## src/rtl/rtc_ctrl_if.sv

```systemverilog
// Host-side load/alarm bus for rtc_ctrl: time-load handshake plus alarm programming.
interface rtc_ctrl_if;
  logic        set_valid;
  logic        set_ready;
  logic [23:0] set_time;
  logic        set_err;
  logic        alarm_wr;
  logic [23:0] alarm_time;
  logic        alarm_clr;

  modport master (
    output set_valid, set_time, alarm_wr, alarm_time, alarm_clr,
    input  set_ready, set_err
  );

  modport slave (
    input  set_valid, set_time, alarm_wr, alarm_time, alarm_clr,
    output set_ready, set_err
  );
endinterface

```

## src/rtl/rtc_ctrl.sv

```systemverilog
// BCD real-time clock sequencer: 1 Hz prescaler, hh:mm:ss counter, checked time loads.
// Optional alarm comparator is built when RTC_ALARM_EN is defined.
module rtc_ctrl #(
  parameter int TICK_DIV = 50_000_000
) (
  input  logic        clk,
  input  logic        rst,
  input  logic        run,
  rtc_ctrl_if.slave   bus,
  output logic [23:0] time_out,
  output logic        tick_1hz,
  output logic        day_rollover,
  output logic        alarm_hit
);

  localparam int PW = (TICK_DIV > 1) ? $clog2(TICK_DIV) : 1;

  typedef enum logic [1:0] {IDLE, RUN, CHECK, LOAD} state_t;

  state_t          state_r;
  logic [PW-1:0]   pc_r;
  logic [23:0]     time_r;
  logic [23:0]     shadow_r;
  logic            tick_r;
  logic            roll_r;
  logic            set_ready_r;
  logic            set_err_r;
  logic            alarm_hit_r;

  logic            tick_s;
  logic            accept_s;
  logic [23:0]     next_time_s;
  logic            load_err_s;
  logic            alarm_err_s;
  logic            hit_s;

  function automatic logic time_ok(input logic [23:0] t);
    time_ok = (t[3:0]   <= 4'd9) && (t[7:4]   <= 4'd5) &&
              (t[11:8]  <= 4'd9) && (t[15:12] <= 4'd5) &&
              (t[19:16] <= 4'd9) && (t[23:16] <= 8'h23);
  endfunction

  function automatic logic [23:0] bcd_inc(input logic [23:0] t);
    logic [23:0] n;
    n = t;
    if (t[3:0] != 4'd9) begin
      n[3:0] = t[3:0] + 4'd1;
    end else begin
      n[3:0] = 4'd0;
      if (t[7:4] != 4'd5) begin
        n[7:4] = t[7:4] + 4'd1;
      end else begin
        n[7:4] = 4'd0;
        if (t[11:8] != 4'd9) begin
          n[11:8] = t[11:8] + 4'd1;
        end else begin
          n[11:8] = 4'd0;
          if (t[15:12] != 4'd5) begin
            n[15:12] = t[15:12] + 4'd1;
          end else begin
            n[15:12] = 4'd0;
            if (t[23:16] == 8'h23) begin
              n[23:16] = 8'h00;
            end else if (t[19:16] == 4'd9) begin
              n[19:16] = 4'd0;
              n[23:20] = t[23:20] + 4'd1;
            end else begin
              n[19:16] = t[19:16] + 4'd1;
            end
          end
        end
      end
    end
    bcd_inc = n;
  endfunction

  assign tick_s      = (state_r == RUN) && (pc_r == PW'(TICK_DIV - 1));
  assign accept_s    = bus.set_valid && set_ready_r;
  assign next_time_s = bcd_inc(time_r);
  assign load_err_s  = (state_r == CHECK) && !time_ok(shadow_r);

`ifdef RTC_ALARM_EN
  logic [23:0] alarm_r;
  logic        armed_r;

  // Alarm register: clear beats a same-cycle write; an out-of-range write disarms.
  always_ff @(posedge clk) begin
    if (rst) begin
      alarm_r <= 24'h000000;
      armed_r <= 1'b0;
    end else if (bus.alarm_clr) begin
      armed_r <= 1'b0;
    end else if (bus.alarm_wr) begin
      if (time_ok(bus.alarm_time)) begin
        alarm_r <= bus.alarm_time;
        armed_r <= 1'b1;
      end else begin
        armed_r <= 1'b0;
      end
    end else begin
      armed_r <= armed_r;
    end
  end

  assign alarm_err_s = bus.alarm_wr && !bus.alarm_clr && !time_ok(bus.alarm_time);
  assign hit_s       = armed_r && (next_time_s == alarm_r);
`else
  logic unused_alarm;
  assign unused_alarm = ^{bus.alarm_wr, bus.alarm_time, bus.alarm_clr};
  assign alarm_err_s  = 1'b0;
  assign hit_s        = 1'b0;
`endif

  // Load FSM, prescaler, time counter and all registered pulse outputs.
  always_ff @(posedge clk) begin
    if (rst) begin
      state_r     <= IDLE;
      pc_r        <= '0;
      time_r      <= 24'h000000;
      shadow_r    <= 24'h000000;
      tick_r      <= 1'b0;
      roll_r      <= 1'b0;
      set_ready_r <= 1'b1;
      set_err_r   <= 1'b0;
      alarm_hit_r <= 1'b0;
    end else begin
      tick_r      <= 1'b0;
      roll_r      <= 1'b0;
      alarm_hit_r <= 1'b0;
      set_err_r   <= load_err_s || alarm_err_s;
      case (state_r)
        IDLE, RUN: begin
          if (state_r == RUN) begin
            pc_r <= tick_s ? '0 : pc_r + PW'(1);
          end
          if (accept_s) begin
            // A tick on the accept edge is dropped; the load takes over.
            shadow_r    <= bus.set_time;
            state_r     <= CHECK;
            set_ready_r <= 1'b0;
          end else begin
            state_r     <= run ? RUN : IDLE;
            set_ready_r <= 1'b1;
            if (tick_s) begin
              time_r      <= next_time_s;
              tick_r      <= 1'b1;
              roll_r      <= (next_time_s == 24'h000000);
              alarm_hit_r <= hit_s;
            end
          end
        end
        CHECK: begin
          if (time_ok(shadow_r)) begin
            state_r     <= LOAD;
            set_ready_r <= 1'b0;
          end else begin
            state_r     <= run ? RUN : IDLE;
            set_ready_r <= 1'b1;
          end
        end
        LOAD: begin
          time_r      <= shadow_r;
          pc_r        <= '0;
          state_r     <= run ? RUN : IDLE;
          set_ready_r <= 1'b1;
        end
        default: begin
          state_r     <= IDLE;
          set_ready_r <= 1'b1;
        end
      endcase
    end
  end

  assign time_out      = time_r;
  assign tick_1hz      = tick_r;
  assign day_rollover  = roll_r;
  assign alarm_hit     = alarm_hit_r;
  assign bus.set_ready = set_ready_r;
  assign bus.set_err   = set_err_r;

endmodule
```

## src/flat_wrapper.sv

```systemverilog
// flat-port wrapper written by rule: the top's interface ports become plain ports
module rtc_ctrl_flat 
#(
  parameter int TICK_DIV = 50_000_000
)
  (clk, rst, run, time_out, tick_1hz, day_rollover, alarm_hit, bus_set_valid, bus_set_time, bus_alarm_wr, bus_alarm_time, bus_alarm_clr, bus_set_ready, bus_set_err);
  rtc_ctrl_if bus_i ();
  input  logic clk;
  input  logic rst;
  input  logic run;
  output logic [23:0] time_out;
  output logic tick_1hz;
  output logic day_rollover;
  output logic alarm_hit;
  input wire logic [$bits(bus_i.set_valid)-1:0] bus_set_valid;
  input wire logic [$bits(bus_i.set_time)-1:0] bus_set_time;
  input wire logic [$bits(bus_i.alarm_wr)-1:0] bus_alarm_wr;
  input wire logic [$bits(bus_i.alarm_time)-1:0] bus_alarm_time;
  input wire logic [$bits(bus_i.alarm_clr)-1:0] bus_alarm_clr;
  output wire logic [$bits(bus_i.set_ready)-1:0] bus_set_ready;
  output wire logic [$bits(bus_i.set_err)-1:0] bus_set_err;
  assign bus_i.set_valid = bus_set_valid;
  assign bus_i.set_time = bus_set_time;
  assign bus_i.alarm_wr = bus_alarm_wr;
  assign bus_i.alarm_time = bus_alarm_time;
  assign bus_i.alarm_clr = bus_alarm_clr;
  assign bus_set_ready = bus_i.set_ready;
  assign bus_set_err = bus_i.set_err;
  rtc_ctrl #(.TICK_DIV(TICK_DIV)) u_core (.clk(clk), .rst(rst), .run(run), .bus(bus_i), .time_out(time_out), .tick_1hz(tick_1hz), .day_rollover(day_rollover), .alarm_hit(alarm_hit));
endmodule
```

## config.mk

```make
export PLATFORM = sky130hd
export DESIGN_NAME = rtc_ctrl_flat
export DESIGN_NICKNAME = d
export VERILOG_FILES = /design/src/rtl/rtc_ctrl_if.sv /design/src/rtl/rtc_ctrl.sv /design/src/flat_wrapper.sv
export SDC_FILE = /design/constraint.sdc
export NUM_CORES = 1
export LEC_CHECK = 0
export ABC_AREA = 0
export CAP_MARGIN = 20
export CORE_MARGIN = 8
export CORE_UTILIZATION = 35
export CTS_CLUSTER_SIZE = 20
export DETAILED_ROUTE_END_ITERATION = 12
export DONT_BUFFER_PORTS = 1
export GPL_ROUTABILITY_DRIVEN = 0
export PLACE_DENSITY = 0.58
export SYNTH_ARGS = -nofsm -noshare
export SYNTH_HDL_FRONTEND = slang
export SYNTH_SLANG_ARGS = --single-unit
```

## constraint.sdc

```tcl
create_clock -name clk -period 7.9 [get_ports clk]
set_clock_uncertainty 0.1 [all_clocks]
set_input_delay 2.37 -clock clk [delete_from_list [all_inputs] [get_ports clk]]
set_output_delay 2.37 -clock clk [all_outputs]
set_load 0.02 [all_outputs]
```

==> flow_summary.ini <==
[floorplanning]
die_w_um = 126
die_h_um = 126
ioPinCount = 83
die-area_mm2 = 0.0158
core.rowCount = 40
initial_core_util_pct = 35.4
core_mm2 = 0.0119

[clock_tree]
htreeDepth = 3
path_clk_slew_ps = 70
cts_resized = 0
ctsHoldBuffers = 0
clockRootBuffer = clkbuf_16
clock_path_buffers = 2
cts_tree = done
cts_made_buffers = 9
clock-sinks = 80
clk_latency_ps = 340
post_cts_buffers = 0

[yosys]
syn_avg_cell_area_um2 = 7.54
syn-cell-area_mm2 = 0.00422
yosysWarnings = 0
yosys_register_bits = 80
synth_edf_count = 0
ys_seq_area_share_pct = 38.0
synth.net_count = 618
synthArstFlopShare_pct = 0
ys_types = 61
syn_inst = 559
ys.flop_type = dfxtp_1

[finish]
finalNetCount = 598
fin_area_mm2 = 0.00462
drive_above_1_share_pct = 5.33
area_delta_synth_final_pct = 9.61
num_antenna_cells = 0

[worst_setup_path]
worst_r2r_startpoint = u_core.state_r[0]$_SDFF_PP0_
startpoint_type = input port
r2r_setup_slack_ps = 4660
worstSetupPathType = input port to register
r2r_cells = 6
reg2reg_to = u_core.day_rollover$_SDFF_PP0_
arrival_ps = 4350
worstPathRequired_ps = 8040
crit_fanout = 4
end_kind = register

[pwr]
ir_worst_vdd_uv = 108
power_w = 0.000987
p_leak_nw = 1.51
powerDensity_mw_per_mm2 = 214

[global_routing]
track_usage_pct = 15.3
grt_pass1_wl_um = 19700
grt_pass1_vias = 3766
grt.overflow.total = 0
antenna_found_initial = 0
grt_max_degree = 74

[routing]
via_per_inst = 5.88
drc = 0
drtPass1Iterations = 5
initialDrtViolationCount = 397
detail_route.wl_per_cell_um = 17.5
wl_um = 12100
vias = 4063
ant_nets = 0

[timing]
worst_pin_slew_ps = 941
fin_setup_tns_ps = 0
relSlewSlack_pct = 37.1
layout_min_cycle_time_ps = 4200
setup_viol = 0
clock.fmax_ghz = 0.238
maxSlewViolCount = 0
whs_ps = 356
hold_viol_final = 0
rsz0062_at_grt = false
post-route-period-util_pct = 53.2

[flow_run]
maxCapViolations = 0

[min_path]
worstHoldPathCells = 2
worstHoldStart = u_core.shadow_r[16]$_SDFFE_PP0P_
hp-class = register to register
worst_hold_path.endpoint = u_core.shadow_r[16]$_SDFFE_PP0P_

[place]
io_buffer_count = 0
place_hpwl_um = 8340
placed_area_mm2 = 0.00429

[outcome]
outcome = completed
## power by group
group	total (W)	switching [W]	leakage (nW)	internal, W
Combinational	0.0000663	0.0000432	0.695	0.0000231
Sequential	0.000447	0.0000283	0.649	0.000419
Clock	0.000473	0.000165	0.162	0.000308
Total	0.000987	0.000237	1.51	0.000750
## cells in the mapped netlist, types with 3 or more instances
| cell type | number | area, um^2 |
|---|---|---|
| nor3_1 | 15 | 75.1 |
| o21ai_0 | 36 | 180 |
| nand2_1 | 87 | 327 |
| nand2b_1 | 3 | 18.8 |
| a211o_1 | 3 | 26.3 |
| nor2b_1 | 9 | 56.3 |
| and4_1 | 4 | 35.0 |
| or4_1 | 3 | 22.5 |
| nor3b_1 | 5 | 37.5 |
| dfxtp_1 | 80 | 1600 |
| o21a_1 | 5 | 37.5 |
| xor2_1 | 3 | 26.3 |
| a21oi_1 | 54 | 270 |
| clkbuf_1 | 28 | 105 |
| nor4bb_1 | 4 | 40.0 |
| inv_1 | 13 | 48.8 |
| nor4_1 | 10 | 62.6 |
| a211oi_1 | 8 | 60.1 |
| a311oi_1 | 16 | 140 |
| o31ai_1 | 4 | 30.0 |
| a22oi_1 | 6 | 45.0 |
| nand3_1 | 20 | 100 |
| nand4_1 | 11 | 68.8 |
| buf_2 | 3 | 15.0 |
| and3_1 | 8 | 50.1 |
| nor2_1 | 60 | 225 |
| a31oi_1 | 6 | 37.5 |
| ha_1 | 5 | 62.6 |
| mux2i_1 | 3 | 30.0 |
| and2_1 | 5 | 31.3 |
| or2_2 | 3 | 18.8 |
## cell families after synthesis
group           synth area share (%)
simple gates                    31.4
compound gates                  22.7
flops                           38.0
buf+inv                         4.54
fa+ha+maj                       1.48
xor+xnor                        1.04
mux                            0.712
other cells                   0.0889
## how the worst max path moves through the flow
stage | startpoint | end | cells past startpoint
after detailed placement | bus_set_valid | u_core.day_rollover$_SDFF_PP0_ | 6
after floorplan | bus_set_valid | u_core.day_rollover$_SDFF_PP0_ | 6
after global placement | bus_set_valid | u_core.day_rollover$_SDFF_PP0_ | 6
final | bus_set_valid | u_core.day_rollover$_SDFF_PP0_ | 6
after global routing | bus_set_valid | u_core.day_rollover$_SDFF_PP0_ | 6
after CTS | bus_set_valid | u_core.day_rollover$_SDFF_PP0_ | 6
## layout make-up
type	instances	area [um^2]
clock buffer	10	229
clock inverter	6	108
fill	1232	7290
inverter	13	48.8
multi-input combinational	432	2430
sequential	80	1600
tap	147	184
timing repair buffer	3	22.5
## per-layer routing
| metal | track usage (%) | routed length (um) | up-vias |
|---|---|---|---|
| met4 | 5.31 | 138 | 0 |
| met1 | 21.1 | 5770 | 1922 |
| met3 | 5.23 | 1120 | 11 |
| li1 | - | - | 1991 |
| met2 | 21.4 | 5100 | 139 |
| met5 | 0 | 0 | - |
## stage by stage
stage          utilization [%]  setup WS (ps)  std cells
2_1_floorplan                -           3610        559
3_5_place_dp              36.0           3330        675
4_1_cts                   38.8           3680        691
5_1_grt                   38.8           3540        691
6_report                  38.8           3700        691
3_3_place_gp              36.0           3340        675
## worst max-delay path, cell delays in order
cell and delay (ps):
nand2_1 110, nand2_1 110, or4_4 540, a2111o_1 400
or4_1 560, nor4_2 250
## layout by cell type, fill, tap and decap left out, types with 5 or more instances in the layout
cell / n
nand2_1: 87
dfxtp_1: 80
nor2_1: 60
a21oi_1: 54
o21ai_0: 35
nand3_1: 20
a311oi_1: 16
nor3_1: 14
inv_1: 13
nand4_1: 11
nor4_1: 10
nor2b_1: 9
clkbuf_16: 9
and3_1: 8
a211oi_1: 8
a31oi_1: 6
a22oi_1: 6
and2_1: 5
nor3b_1: 5
o21a_1: 5
ha_1: 5
## sequential cells by signal (all words and copies together), names as in the netlist
name / cells
u_core.time_out: 24
u_core.day_rollover: 1
u_core.shadow_r: 24
u_core.tick_1hz: 1
u_core.pc_r: 26
u_core.bus.set_ready: 1
u_core.state_r: 2
u_core.bus.set_err: 1
No activity file was read; power rests on OpenSTA's default activity.
